==> src/rtl/sonic_vc_pkg.sv <==
// sonic_vc_pkg: shared widths and sizing helpers for the VC TX adapter slice
//   VC_DATA_W / VC_EMPTY_W / VC_DEPTH : default data, empty and skid depth
//   payload_w()  : packed {data, sop, eop, empty} width
//   ptr_w()      : skid FIFO pointer width, clog2 of depth
package sonic_vc_pkg;
    localparam int VC_DATA_W  = 128;
    localparam int VC_EMPTY_W = 2;
    localparam int VC_DEPTH   = 4;
    function automatic int payload_w(input int data_w, input int empty_w);
        return data_w + empty_w + 2;
    endfunction
    function automatic int ptr_w(input int depth);
        return $clog2(depth);
    endfunction
    localparam int VC_PAYLOAD_W = payload_w(VC_DATA_W, VC_EMPTY_W);
    localparam int VC_PTR_W     = ptr_w(VC_DEPTH);
endpackage

==> src/rtl/sonic_vc_skid_ram.sv <==
// sonic_vc_skid_ram: DEPTH x W register array, one write port, combinational read port
//   clk   in  clock
//   we    in  write enable, stores wdata at waddr on the rising edge
//   waddr in  write address
//   wdata in  write payload
//   raddr in  read address
//   rdata out payload at raddr (combinational, no reset)
module sonic_vc_skid_ram
    import sonic_vc_pkg::*;
#(
    parameter int DEPTH = VC_DEPTH,
    parameter int W     = VC_PAYLOAD_W,
    localparam int AW   = ptr_w(DEPTH)
) (
    input  logic          clk,
    input  logic          we,
    input  logic [AW-1:0] waddr,
    input  logic [W-1:0]  wdata,
    input  logic [AW-1:0] raddr,
    output logic [W-1:0]  rdata
);
    logic [W-1:0] mem [DEPTH];
    always_ff @(posedge clk)
        if (we) mem[waddr] <= wdata;
    assign rdata = mem[raddr];
endmodule

==> src/rtl/sonic_vc_tx_fifo_p0_adapter.sv <==
// sonic_vc_tx_fifo_p0_adapter: Avalon-ST ready-latency 1 -> 0 adapter with skid FIFO
//   clk, reset_n          clock, async active-low reset
//   in_ready              registered; high in cycle t permits one beat in cycle t+1
//   in_valid/in_*         upstream beat {data, sop, eop, empty}
//   out_ready             downstream ready (latency 0)
//   out_valid/out_*       FIFO head, valid whenever the FIFO is not empty
//   overflow_err          sticky dropped-beat flag, built only with
//                         SONIC_VC_TX_ADAPTER_OVF_CHECK_EN, otherwise tied 0
module sonic_vc_tx_fifo_p0_adapter
    import sonic_vc_pkg::*;
#(
    parameter int DATA_W  = VC_DATA_W,
    parameter int EMPTY_W = VC_EMPTY_W,
    parameter int DEPTH   = VC_DEPTH
) (
    input  logic               clk,
    input  logic               reset_n,
    output logic               in_ready,
    input  logic               in_valid,
    input  logic [DATA_W-1:0]  in_data,
    input  logic               in_startofpacket,
    input  logic               in_endofpacket,
    input  logic [EMPTY_W-1:0] in_empty,
    input  logic               out_ready,
    output logic               out_valid,
    output logic [DATA_W-1:0]  out_data,
    output logic               out_startofpacket,
    output logic               out_endofpacket,
    output logic [EMPTY_W-1:0] out_empty,
    output logic               overflow_err
);
    localparam int PW = payload_w(DATA_W, EMPTY_W);
    localparam int AW = ptr_w(DEPTH);
    localparam int CW = $clog2(DEPTH + 1);
    logic          acc_q;
    logic          wr;
    logic          rd;
    logic          in_ready_d;
    logic [AW-1:0] wr_ptr;
    logic [AW-1:0] rd_ptr;
    logic [CW-1:0] count;
    logic [CW-1:0] count_nxt;
    logic [PW-1:0] head;
    // explicit wrap keeps non-power-of-2 depths correct
    function automatic logic [AW-1:0] inc(input logic [AW-1:0] p);
        return (p == AW'(DEPTH - 1)) ? '0 : p + AW'(1);
    endfunction
    assign wr        = in_valid && acc_q;
    assign out_valid = count != '0;
    assign rd        = out_valid && out_ready;
    assign count_nxt = count + CW'(wr) - CW'(rd);
    // credit counts the beat that may still land next cycle for the current in_ready
    assign in_ready_d = ({1'b0, count_nxt} + (CW+1)'(in_ready)) < (CW+1)'(DEPTH);
    always_ff @(posedge clk or negedge reset_n)
        if (!reset_n) begin
            in_ready <= 1'b0;
            acc_q    <= 1'b0;
            wr_ptr   <= '0;
            rd_ptr   <= '0;
            count    <= '0;
        end else begin
            in_ready <= in_ready_d;
            acc_q    <= in_ready;
            wr_ptr   <= wr ? inc(wr_ptr) : wr_ptr;
            rd_ptr   <= rd ? inc(rd_ptr) : rd_ptr;
            count    <= count_nxt;
        end
    sonic_vc_skid_ram #(.DEPTH(DEPTH), .W(PW)) u_ram (
        .clk   (clk),
        .we    (wr),
        .waddr (wr_ptr),
        .wdata ({in_data, in_startofpacket, in_endofpacket, in_empty}),
        .raddr (rd_ptr),
        .rdata (head)
    );
    assign {out_data, out_startofpacket, out_endofpacket, out_empty} = head;
`ifdef SONIC_VC_TX_ADAPTER_OVF_CHECK_EN
    logic drop;
    assign drop = in_valid && !acc_q;
    always_ff @(posedge clk or negedge reset_n)
        if (!reset_n) overflow_err <= 1'b0;
        else if (drop) overflow_err <= 1'b1;
    a_no_drop: assert property (@(posedge clk) disable iff (!reset_n) !drop);
    a_no_ovf: assert property (@(posedge clk) disable iff (!reset_n) !(wr && count == CW'(DEPTH)));
`else
    assign overflow_err = 1'b0;
`endif
endmodule

==> config.mk <==
export PLATFORM = sky130hd
export DESIGN_NAME = sonic_vc_tx_fifo_p0_adapter
export DESIGN_NICKNAME = d
export VERILOG_FILES = /design/src/rtl/sonic_vc_pkg.sv /design/src/rtl/sonic_vc_skid_ram.sv /design/src/rtl/sonic_vc_tx_fifo_p0_adapter.sv
export SDC_FILE = /design/constraint.sdc
export NUM_CORES = 1
export LEC_CHECK = 0
export ABC_AREA = 1
export BUFFER_PORTS_ARGS = -buffer_cell sky130_fd_sc_hd__buf_2
export CAP_MARGIN = 5
export CELL_PAD_IN_SITES_DETAIL_PLACEMENT = 0
export CELL_PAD_IN_SITES_GLOBAL_PLACEMENT = 2
export CORE_MARGIN = 1.5
export CORE_UTILIZATION = 43
export CTS_CLUSTER_DIAMETER = 150
export DETAILED_ROUTE_END_ITERATION = 12
export PLACE_DENSITY = 0.87
export SLEW_MARGIN = 15
export SYNTH_ARGS = -nofsm -noshare
export SYNTH_HDL_FRONTEND = slang
export SYNTH_SLANG_ARGS = --single-unit
==> constraint.sdc <==
create_clock -name clk -period 18.4 [get_ports clk]
set_input_delay 3.68 -clock clk [delete_from_list [all_inputs] [get_ports clk]]
set_output_delay 3.68 -clock clk [all_outputs]
set_load 0.05 [all_outputs]
==> impl_results.md <==
- Post-synth cell types: 21
- Hold Crit Class: flip-flop to flip-flop
- Setup Skew: 0.0164 ns
- Minimum clock period: 7.58 ns
- Via density: approximately 4.8
- WHS Path Cells: 0
- Area added between synthesis and finish: 16.0%
- Synth warn: 0
- Complex-gate fraction of the synthesized area: 0.109
- Synth Area in Simple Gates: 0.0510
- Net Count, Synth: about 1700
- CTS tree: yes
- Initial core utilization: 0.436
- P_leak: a little under 10 nW
- Cell Chain, Critical Path: buf_4, buf_4, o211ai_1, nand2_1, buf_2
- Seq/Total Area, Yosys: 0.753
- Clk sinks: between 500 and 600
- TritonRoute pass-1 iters: 5
- Number of global-route vias before repair: between 10000 and 15000
- Slew @ Worst Pin: ~1.1 ns
- Result of the run: completed
- Worst-Skew Late Latency: about 0.59 ns
- Clock root buffer: clkbuf_16
- HP Start: in_ready
- Die Wd: roughly 230 um
- Share of layout cells above drive strength 1: 0.194
- Post-CTS setup buffers: 0
- CP Data Required Time: around 15 ns
- Placed cell count: around 2500
- Slew headroom: 0.260
- I/O Buffers: 269
- Fin cells: 2564
- Global-route wire length before repair: approximately 63000 um
- Drt drc: 0
- Post-CTS resize count: 0
- Setup TNS: 0 ns
- Most Crowded Layer GR: met2
- Post-CTS Hold Fix Bufs: 0
- Num CTS Buffers: 55
- CP Data Arrival Time: 3.90 ns
- Post-synthesis cell count: 1600
- Largest net degree at the start of global routing: around 260
- F_max: 0.132 GHz
- R2R Setup Slk: 15.50 ns
- CP startpoint kind: flip-flop
- Worst Setup End Kind: output port
- Global Route met1 Usage: 0.193
- Mean Syn Cell Area: between 10 and 15 um^2
- Max rail drop VDD: between 100 and 150 uV
- Met3 Use GR: 0.0458
- Die area: about 0.05 mm^2
- Syn Std Cell Area: between 0.02 and 0.025 mm^2
- Post-DP HPWL: roughly 24000 um
- Final Cell Area: roughly 0.025 mm^2
- IO Count: approximately 270
- Rows: between 80 and 90
- GPL Wtd Cong: a little over 0.7
- Post-DRT Antenna Nets: 0
- Worst path max stage delay: approximately 0.9 ns
- H-tree Lvls: 2
- Met2 usage in global routing: 0.276
- Reg2Reg Capture Point: u_ram.mem[3][93]
- Final critical-path share of the clock period: 0.412
- Initial antenna violation count: 9
- Max Cap Violations: 0
- DRC violation total after the first TritonRoute iteration: around 670
- Detailed Route WL: a little over 40000 um
- Clock transition at the registers of the reported paths: about 0.060 ns
- Setup CP Type: flip-flop to output port
- CTS max path bufs: 3
- Congestion Overflow GR: 0
- Worst r2r src: acc_q
- Largest family of logic cells by synthesized area: compound AO/OA/AOI/OAI gates
- RSZ-0062 raised after global routing: no
- Worst-path fanout max: 111
- Pwr dens: 181 mW/mm^2
- Placed inst area: ~0.023 mm^2
- Number of synthesized register bits: 537
- Vias: 12300
- Most frequent CP cell: buf_4
- Critical path's slowest cell: dfrtp_4
- Worst Hold End: acc_q
- Reg2reg path depth: 3
- Mux share of post-synthesis cell area: 0
- FILL cells: 4160
- Core ar.: around 0.05 mm^2
- Synth Area in Adders: 0.00504
- GRT Overall Usage: 0.160
- Pins over their slew limit: 0
- Nets: between 1500 and 2000
- Die Ht: 226 um
- Drt wl/cell: ~16 um
- Final Hold Fails: 0
- Setup violations, final: 0
- XOR/XNOR share of the synthesized area: 0
-- synthesized netlist by cell type --
cell	instances	area share
edfxtp_1	528	0.74
inv_1	277	0.049
nand2_1	277	0.049
a21oi_1	135	0.032
o211ai_1	132	0.046
o21ai_1	123	0.029
buf_6	38	0.020
clkbuf_1	15	0.0026
buf_2	13	0.0030
clkbuf_2	13	0.0030
dfrtp_1	9	0.011
nor2_1	9	0.0016
o21ai_0	9	0.0021
ha_1	7	0.0041
buf_4	4	0.0014
buf_8	3	0.0021
nand3_1	3	0.00070
buf_1	2	0.00035
buf_12	1	0.00094
conb_1	1	0.00018
fa_1	1	0.00094
-- worst max-delay path, delay by kind of cell (launching register included) --
kind | cells | cell delay (ns)
AOI/OAI and AO/OA | 1 | 0.21
and+or+nand+nor | 1 | 0.14
DFF | 1 | 0.90
buffers and inverters | 3 | 1.92
-- flip-flops by register name (all words and copies together) (netlist names) --
register / cells
count: 3
acc_q: 1
u_ram.mem: 528
rd_ptr: 2
in_ready: 1
wr_ptr: 2
-- per-stage QoR --
step	util	power, W	hold slack, ns	worst slack (ns)
2_1_floorplan	-	0.00314	0.500	8.43
3_3_place_gp	0.470	0.00344	0.396	11.52
3_5_place_dp	0.470	0.00346	0.401	11.46
4_1_cts	0.506	0.00455	0.414	10.80
5_1_grt	0.506	0.00474	0.418	10.53
6_report	0.506	0.00449	0.415	10.82
-- report_power, final --
| part | internal, W | total, W | switching, W | leakage [nW] |
|---|---|---|---|---|
| combinational | 0.000388 | 0.00180 | 0.00141 | 3.95 |
| clock | 0.000643 | 0.00108 | 0.000438 | 0.866 |
| sequential | 0.00153 | 0.00161 | 0.0000775 | 4.90 |
| total | 0.00256 | 0.00449 | 0.00193 | 9.71 |
-- worst max path at each step --
stage	from	to	slack, ns	depth (start not counted)
final	rd_ptr[0]	out_data[87]	10.82	5
after global routing	rd_ptr[0]	out_data[80]	10.53	6
after CTS	rd_ptr[0]	out_data[87]	10.80	5
after detailed placement	rd_ptr[0]	out_data[87]	11.46	5
after global placement	rd_ptr[0]	out_data[80]	11.52	5
after floorplan	in_valid	u_ram.mem[0][0]	8.43	2
-- placed cells by master, fill, tap and decap left out, drive strengths merged --
master,synthesis,final
inv,277,278
nand3,3,3
diode,0,2
edfxtp,528,528
clkinvlp,0,3
clkinv,0,23
nand2,277,277
clkbuf,28,71
a21oi,135,135
bufinv,0,5
nor2,9,9
o211ai,132,132
ha,7,7
conb,1,1
o21ai,132,132
dfrtp,9,9
fa,1,1
buf,61,284
-- layer usage --
layer / wire (um) / up-vias
li1: - / 6084
met1: 16900 / 5861
met2: 20500 / 246
met3: 2790 / 71
met4: 881 / 14
met5: 90 / -
-- final cells by class --
| class | count | area (um^2) | area share |
|---|---|---|---|
| Sequential cell | 537 | 16100 | 0.649 |
| Multi-Input combinational cell | 697 | 3560 | 0.144 |
| Clock buffer | 71 | 1500 | 0.0605 |
| Timing Repair Buffer | 284 | 1470 | 0.0594 |
| Inverter | 277 | 1040 | 0.0420 |
| Tap cell | 664 | 831 | 0.0335 |
| Clock inverter | 32 | 284 | 0.0115 |
| Antenna cell | 2 | 5.00 | 0.000202 |
-- logic make-up (layout without fill, tap and decap cells) --
logic type      Yosys count  in the layout
buf+inv                 366            664
flops                   537            537
compound gates          399            399
other cells               1              3
fa+ha+maj                 8              8
simple gates            289            289
(Power assumes the default switching activity.)
